File: config.mk
export PLATFORM = sky130hd
export DESIGN_NAME = pll_lock_monitor
export DESIGN_NICKNAME = d
export VERILOG_FILES = /design/src/rtl/pll_lock_monitor.sv
export SDC_FILE = /design/constraint.sdc
export NUM_CORES = 1
export LEC_CHECK = 0
export ABC_AREA = 1
export CAP_MARGIN = 20
export CORE_MARGIN = 2
export CORE_UTILIZATION = 45
export DETAILED_ROUTE_END_ITERATION = 10
export HOLD_SLACK_MARGIN = 0.03
export PLACE_DENSITY = 0.67
export SLEW_MARGIN = 20
export SYNTH_ARGS = -nofsm -noshare
export SYNTH_HDL_FRONTEND = slang
export SYNTH_SLANG_ARGS = --single-unit
File: constraint.sdc
create_clock -name fpga_clk_i -period 8.6 [get_ports fpga_clk_i]
set_input_delay 1.29 -clock fpga_clk_i [delete_from_list [all_inputs] [get_ports fpga_clk_i]]
set_output_delay 1.29 -clock fpga_clk_i [all_outputs]
set_load 0.005 [all_outputs]
File: src/rtl/pll_lock_monitor.sv
// Frequency/lock monitor for one ADPLL node: counts reference and feedback edges over a
// programmable fabric-clock window. Define PLL_LOCK_MONITOR_PHASE_EN to build the phase meter.
module pll_lock_monitor #(
    parameter int SYNC_STAGES  = 2,
    parameter int WINDOW_WIDTH = 12,
    parameter int CNT_WIDTH    = 10,
    parameter int LOCK_COUNT   = 4
) (
    input  logic                    fpga_clk_i,
    input  logic                    reset_i,
    input  logic                    enable_i,
    input  logic                    ref_i,
    input  logic                    fb_i,
    input  logic [WINDOW_WIDTH-1:0] window_i,
    input  logic [3:0]              tol_i,
    output logic [CNT_WIDTH-1:0]    ref_count_o,
    output logic [CNT_WIDTH-1:0]    fb_count_o,
    output logic [CNT_WIDTH:0]      freq_err_o,
    output logic                    valid_o,
    output logic                    locked_o,
    output logic                    lost_o,
    output logic [WINDOW_WIDTH-1:0] phase_o
);

    localparam int SYNC_N   = (SYNC_STAGES < 2) ? 2 : SYNC_STAGES;
    localparam int STREAK_W = $clog2(LOCK_COUNT + 1);
    localparam logic [STREAK_W-1:0] STREAK_MAX = STREAK_W'(LOCK_COUNT);

    typedef enum logic [1:0] {
        IDLE    = 2'd0,
        MEASURE = 2'd1,
        EVAL    = 2'd2
    } state_t;

    function automatic logic [CNT_WIDTH-1:0] sat_inc(input logic [CNT_WIDTH-1:0] v, input logic en);
        if (en && (v != {CNT_WIDTH{1'b1}})) return v + CNT_WIDTH'(1'b1);
        else return v;
    endfunction

    function automatic logic [WINDOW_WIDTH-1:0] win_len(input logic [WINDOW_WIDTH-1:0] w);
        if (w == {WINDOW_WIDTH{1'b0}}) return WINDOW_WIDTH'(1'b1);
        else return w;
    endfunction

    state_t                state_r, state_nxt_s;
    logic [SYNC_N-1:0]     ref_sync_r, fb_sync_r;
    logic                  ref_dly_r, fb_dly_r;
    logic                  ref_edge_s, fb_edge_s;
    logic [WINDOW_WIDTH-1:0] win_cnt_r, win_cnt_nxt_s;
    logic [CNT_WIDTH-1:0]  ref_cnt_r, ref_cnt_nxt_s, fb_cnt_r, fb_cnt_nxt_s;
    logic [CNT_WIDTH-1:0]  ref_final_s, fb_final_s;
    logic [CNT_WIDTH:0]    err_s, abs_err_s;
    logic                  in_tol_s;
    logic [STREAK_W-1:0]   streak_r, streak_nxt_s;
    logic [CNT_WIDTH-1:0]  ref_count_r, ref_count_nxt_s, fb_count_r, fb_count_nxt_s;
    logic [CNT_WIDTH:0]    freq_err_r, freq_err_nxt_s;
    logic                  valid_r, valid_nxt_s, locked_r, locked_nxt_s, lost_r, lost_nxt_s;

    // Input synchronisers plus one delay flop per input for rising-edge detection
    always_ff @(posedge fpga_clk_i or posedge reset_i) begin
        if (reset_i) begin
            ref_sync_r <= {SYNC_N{1'b0}};
            fb_sync_r  <= {SYNC_N{1'b0}};
            ref_dly_r  <= 1'b0;
            fb_dly_r   <= 1'b0;
        end else begin
            ref_sync_r <= {ref_sync_r[SYNC_N-2:0], ref_i};
            fb_sync_r  <= {fb_sync_r[SYNC_N-2:0], fb_i};
            ref_dly_r  <= ref_sync_r[SYNC_N-1];
            fb_dly_r   <= fb_sync_r[SYNC_N-1];
        end
    end

    assign ref_edge_s = ref_sync_r[SYNC_N-1] & ~ref_dly_r;
    assign fb_edge_s  = fb_sync_r[SYNC_N-1] & ~fb_dly_r;

    // Counts including this cycle's edges: these are the window results when the window closes
    assign ref_final_s = sat_inc(ref_cnt_r, ref_edge_s);
    assign fb_final_s  = sat_inc(fb_cnt_r, fb_edge_s);
    assign err_s       = {1'b0, fb_final_s} - {1'b0, ref_final_s};
    assign abs_err_s   = err_s[CNT_WIDTH] ? (~err_s + (CNT_WIDTH+1)'(1'b1)) : err_s;
    assign in_tol_s    = (abs_err_s <= {{(CNT_WIDTH-3){1'b0}}, tol_i});

    // State, window/edge counters, results and lock status registers
    always_ff @(posedge fpga_clk_i or posedge reset_i) begin
        if (reset_i) begin
            state_r     <= IDLE;
            win_cnt_r   <= {WINDOW_WIDTH{1'b0}};
            ref_cnt_r   <= {CNT_WIDTH{1'b0}};
            fb_cnt_r    <= {CNT_WIDTH{1'b0}};
            streak_r    <= {STREAK_W{1'b0}};
            ref_count_r <= {CNT_WIDTH{1'b0}};
            fb_count_r  <= {CNT_WIDTH{1'b0}};
            freq_err_r  <= {(CNT_WIDTH+1){1'b0}};
            valid_r     <= 1'b0;
            locked_r    <= 1'b0;
            lost_r      <= 1'b0;
        end else begin
            state_r     <= state_nxt_s;
            win_cnt_r   <= win_cnt_nxt_s;
            ref_cnt_r   <= ref_cnt_nxt_s;
            fb_cnt_r    <= fb_cnt_nxt_s;
            streak_r    <= streak_nxt_s;
            ref_count_r <= ref_count_nxt_s;
            fb_count_r  <= fb_count_nxt_s;
            freq_err_r  <= freq_err_nxt_s;
            valid_r     <= valid_nxt_s;
            locked_r    <= locked_nxt_s;
            lost_r      <= lost_nxt_s;
        end
    end

    // Next-state and datapath decode for the IDLE/MEASURE/EVAL sequence
    always_comb begin
        state_nxt_s     = state_r;
        win_cnt_nxt_s   = win_cnt_r;
        ref_cnt_nxt_s   = ref_cnt_r;
        fb_cnt_nxt_s    = fb_cnt_r;
        streak_nxt_s    = streak_r;
        ref_count_nxt_s = ref_count_r;
        fb_count_nxt_s  = fb_count_r;
        freq_err_nxt_s  = freq_err_r;
        valid_nxt_s     = 1'b0;
        locked_nxt_s    = locked_r;
        lost_nxt_s      = 1'b0;
        case (state_r)
            IDLE: begin
                ref_cnt_nxt_s = {CNT_WIDTH{1'b0}};
                fb_cnt_nxt_s  = {CNT_WIDTH{1'b0}};
                if (enable_i) begin
                    win_cnt_nxt_s = win_len(window_i);
                    state_nxt_s   = MEASURE;
                end else begin
                    state_nxt_s   = IDLE;
                end
            end
            MEASURE: begin
                if (!enable_i) begin
                    // Abort is silent: no result, no lost pulse, lock must be re-earned
                    state_nxt_s   = IDLE;
                    ref_cnt_nxt_s = {CNT_WIDTH{1'b0}};
                    fb_cnt_nxt_s  = {CNT_WIDTH{1'b0}};
                    streak_nxt_s  = {STREAK_W{1'b0}};
                    locked_nxt_s  = 1'b0;
                end else if (win_cnt_r == WINDOW_WIDTH'(1'b1)) begin
                    state_nxt_s     = EVAL;
                    ref_cnt_nxt_s   = ref_final_s;
                    fb_cnt_nxt_s    = fb_final_s;
                    ref_count_nxt_s = ref_final_s;
                    fb_count_nxt_s  = fb_final_s;
                    freq_err_nxt_s  = err_s;
                    valid_nxt_s     = 1'b1;
                    if (in_tol_s) begin
                        if (streak_r != STREAK_MAX) begin
                            streak_nxt_s = streak_r + STREAK_W'(1'b1);
                        end else begin
                            streak_nxt_s = streak_r;
                        end
                        locked_nxt_s = locked_r | (streak_nxt_s == STREAK_MAX);
                    end else begin
                        streak_nxt_s = {STREAK_W{1'b0}};
                        locked_nxt_s = 1'b0;
                        lost_nxt_s   = locked_r;
                    end
                end else begin
                    ref_cnt_nxt_s = ref_final_s;
                    fb_cnt_nxt_s  = fb_final_s;
                    win_cnt_nxt_s = win_cnt_r - WINDOW_WIDTH'(1'b1);
                end
            end
            EVAL: begin
                ref_cnt_nxt_s = {CNT_WIDTH{1'b0}};
                fb_cnt_nxt_s  = {CNT_WIDTH{1'b0}};
                win_cnt_nxt_s = win_len(window_i);
                if (enable_i) begin
                    state_nxt_s = MEASURE;
                end else begin
                    state_nxt_s = IDLE;
                end
            end
            default: begin
                state_nxt_s   = IDLE;
                ref_cnt_nxt_s = {CNT_WIDTH{1'b0}};
                fb_cnt_nxt_s  = {CNT_WIDTH{1'b0}};
            end
        endcase
    end

    assign ref_count_o = ref_count_r;
    assign fb_count_o  = fb_count_r;
    assign freq_err_o  = freq_err_r;
    assign valid_o     = valid_r;
    assign locked_o    = locked_r;
    assign lost_o      = lost_r;

`ifdef PLL_LOCK_MONITOR_PHASE_EN
    logic [WINDOW_WIDTH-1:0] phase_cnt_r, phase_r;

    // Phase meter: the counter holds cycles elapsed since the last ref edge, so a ref edge loads 1
    always_ff @(posedge fpga_clk_i or posedge reset_i) begin
        if (reset_i) begin
            phase_cnt_r <= {WINDOW_WIDTH{1'b0}};
            phase_r     <= {WINDOW_WIDTH{1'b0}};
        end else if (state_r == IDLE) begin
            phase_cnt_r <= {WINDOW_WIDTH{1'b0}};
        end else if (ref_edge_s && fb_edge_s) begin
            phase_r     <= {WINDOW_WIDTH{1'b0}};
            phase_cnt_r <= WINDOW_WIDTH'(1'b1);
        end else if (ref_edge_s) begin
            phase_cnt_r <= WINDOW_WIDTH'(1'b1);
        end else begin
            if (fb_edge_s) begin
                phase_r <= phase_cnt_r;
            end
            if (phase_cnt_r != {WINDOW_WIDTH{1'b1}}) begin
                phase_cnt_r <= phase_cnt_r + WINDOW_WIDTH'(1'b1);
            end
        end
    end

    assign phase_o = phase_r;
`else
    assign phase_o = {WINDOW_WIDTH{1'b0}};
`endif

endmodule

==> metrics.md <==
| Metric | Value |
|---|---|
| Total CTS buffers | `9` |
| Final wirelength | `11.79 mm` |
| Worst-Skew Late Latency | `0.37 ns` |
| Sum Neg Setup Slack | `0 ns` |
| Antenna diodes | `0` |
| Pre-CTS WS | `4.207 ns` |
| Post-synth top flop | `dfrtp_1` |
| DP Wirelength | `roughly 9.0 mm` |
| Top-count cell post-synth | `nand2_1` |
| Input/output buffers | `54` |
| Fmax | `224.1 MHz` |
| Initial antenna violation count | `0` |
| Yosys top cell by area | `dfrtp_1` |
| Pins Over Slew Limit | `0` |
| Vias after detailed routing | `between 4000 and 5000` |
| Vias in the first global route | `4320` |
| WP data arrival | `around 4.8 ns` |
| First-pass DRT Iterations | `5` |
| Top-area cell type share of the netlist area | `0.3813` |
| Worst hold start | `fb_sync_r[0]$_DFF_PP0_` |
| Slowest stage delay, CP | `~0.56 ns` |
| Die area | `between 10000 and 15000 µm²` |
| Routed wire per std cell | `~13 µm` |
| CP cell instances | `nor2_1 > nand2_4 > nor4_1 > xor2_1 > inv_1 > ha_1 > a21oi_1 > o21ai_0 > a21oi_1 > nand3_2 > nor2_1 > xor2_1 > ha_1 > a21oi_1 > o21ai_0 > o21ai_0 > nand3_1 > nor3_4 > nand3_1 > nand2_1` |
| RSZ-0062 raised after global routing | `no` |
| Starting DRT DRC Count | `approximately 210` |
| Final Wtd Congestion | `roughly 0.96` |
| Vias per cell | `about 5` |
| # clock sinks | `just under 80` |
| CP required | `8.91 ns` |
| Postcts setup bufs | `0` |
| Longest Clk Path Bufs | `2` |
| Min-Delay Path Class | `flip-flop to flip-flop` |
| Total track usage | `0.2133` |
| Kind of critical path | `flip-flop to flip-flop` |
| Total power | `0.001033 W` |
| Max cap viols | `0` |
| Final-report hold violation count | `0` |
| Max-slew headroom | `0.3505` |
| R2r startpoint | `fb_dly_r$_DFF_PP0_` |
| Slew @ Worst Pin | `between 0.9 and 1 ns` |
| Hold_ws | `between 0.3 and 0.4 ns` |
| Total gr overflow | `0` |
| Crit path launch type | `flip-flop` |
| EDFF count, synth | `0` |
| Fin crit share | `0.5189` |
| Share of layout cells above drive strength 1 | `0.1060` |
| Starting Density | `0.4641` |
| Die width | `110.0 µm` |
| Layout area overhead | `16.66%` |
| Post-route minimum period | `approximately 4.5 ns` |
| Post-synth ARST share | `1.000` |
| Lkg Pwr | `~3.0 nW` |
| Global-route wire length before repair | `between 15 and 20 mm` |
| DRC viols | `0` |
| Core ar. | `10890 µm²` |
| Synthesized area per cell | `about 7.3 µm²` |
| Area contributors post-synth | `dfrtp_1 (38%), nand2_1 (14%), o21ai_0 (5.6%), nor2_1 (5.1%), inv_1 (5.0%)` |
| Ys Warns | `0` |
| PnR worst setup slack | `roughly 4.1 ns` |
| Mapped cell area | `slightly above 5000 µm²` |
| I/O pin total | `67` |
| # hold bufs at CTS | `0` |
| Die Y | `110.0 µm` |
| Htree depth | `3` |
| Outcome | `finished clean` |
| Clock slew at reported path FFs | `0.09 ns` |
| Final antenna-violating net count | `0` |
| Cells after Synth | `690` |
| Largest net degree at the start of global routing | `between 70 and 80` |
| Post-CTS sizing | `0` |
| Synth unique cells | `44` |
| Critical path peak fanout | `13` |
| Worst IR Drop VDD | `approximately 0.11 mV` |
| TritonCTS clock tree | `yes` |
| Setup Skew | `roughly 0.016 ns` |
| Seq cells post-synth | `77` |
| Crit path max-delay cell type | `nor2_1` |
| Buffer type at the clock tree root | `clkbuf_8` |
| Final core occ | `0.5415` |
| Sequential share of the synthesized area | `0.3813` |
| CP startpoint | `fb_dly_r$_DFF_PP0_` |
| Commonest cells post-synth | `nand2_1 (195), dfrtp_1 (77), nor2_1 (69)` |
| Final setup fails | `0` |
| Row cnt | `38` |
| Pwr dens | `~180 nW/µm²` |
| Nets@finish | `~780` |
| Worst setup EP type | `flip-flop` |
power by group:
| group | internal [W] | leakage [nW] | switching, W | total [W] |
|---|---|---|---|---|
| clock | 0.000173 | 0.113 | 0.000147 | 0.000320 |
| sequential | 0.000393 | 0.987 | 0.0000276 | 0.000420 |
| combinational | 0.000105 | 1.86 | 0.000187 | 0.000293 |
| total | 0.000671 | 2.96 | 0.000362 | 0.00103 |
state kept, by name, summed over array words and instances (netlist names):
name / flops
win_cnt_r: 12
fb_dly_r: 1
ref_cnt_r: 10
locked_o: 1
ref_count_o: 10
fb_count_o: 10
fb_sync_r: 2
lost_o: 1
streak_r: 3
ref_sync_r: 2
ref_dly_r: 1
freq_err_o: 11
fb_cnt_r: 10
valid_o: 1
state_r: 2
worst max-delay path: cells and delay by family (launching register included):
kind                       cells  cell delay (ns)
AOI/OAI and AO/OA              6             0.81
xor gates and xnor gates       2             0.48
adders and majority gates      2             0.62
buffers and inverters          1             0.09
DFF                            1             0.38
and+or+nand+nor                9             2.02
path summary, 6_finish.rpt:
kind | to | slack (ns) | cells after the start
min | fb_sync_r[1]$_DFF_PP0_ | 0.36 | 0
min in group asynchronous | fb_cnt_r[6]$_DFF_PP0_ | 1.55 | 3
min reg2reg | fb_sync_r[1]$_DFF_PP0_ | 0.36 | 0
max reg2reg | locked_o$_DFFE_PP0P_ | 4.14 | 20
max | locked_o$_DFFE_PP0P_ | 4.14 | 20
max in group asynchronous | freq_err_o[3]$_DFFE_PP0P_ | 6.43 | 3
stage by stage:
stage | area (µm²) | instances
finish | 5896 | 885
global placement | 5637 | 868
global route | 5896 | 885
detailed placement | 5637 | 868
floorplan | 5095 | 701
CTS | 5868 | 884
area by class of cell:
type / count / area (µm²)
Fill cell: 1035 / 4992
Multi-Input combinational cell: 522 / 2709
Sequential cell: 77 / 1927
Timing Repair Buffer: 56 / 575.6
Inverter: 74 / 277.8
Tap cell: 140 / 175.2
Clock buffer: 10 / 137.6
Clock inverter: 6 / 93.84
per-layer routing:
metal,track usage,vias to the layer above,share of wire
met5,0,-,0
met2,0.3475,106,0.47
met4,0.06781,0,0.017
met1,0.2793,2065,0.47
met3,0.05232,17,0.048
li1,-,2291,-
cell families after synthesis:
logic type,Yosys count,share of synthesized area
adders and majority gates,17,0.04209
buffers and inverters,102,0.09086
DFF,77,0.3813
muxes,1,0.002228
and+or+nand+nor,387,0.3592
other,1,0.0007420
AOI/OAI and AO/OA,88,0.09408
xor gates and xnor gates,17,0.02946
layout by cell type, fill, tap and decap left out, types with 2 or more instances in the layout:
master,instances
nand4_1,9
clkinv_1,2
nand3_1,46
dfrtp_1,77
xnor2_1,3
nand3_2,5
nand2_2,24
clkbuf_8,10
nor2_2,7
ha_1,17
clkinv_4,2
nor3_1,2
clkdlybuf4s50_1,54
o21ai_1,3
nor4_1,9
nand2_1,195
o21ai_0,57
inv_1,66
nor2_1,69
xor2_1,14
inv_2,6
a31oi_1,2
nand3b_1,4
o22ai_1,2
conb_1,12
a21oi_1,15
nand2_4,7
bufinv_16,2
o21ai_2,2
nor2_4,4
No activity file was read; power rests on OpenSTA's default activity.
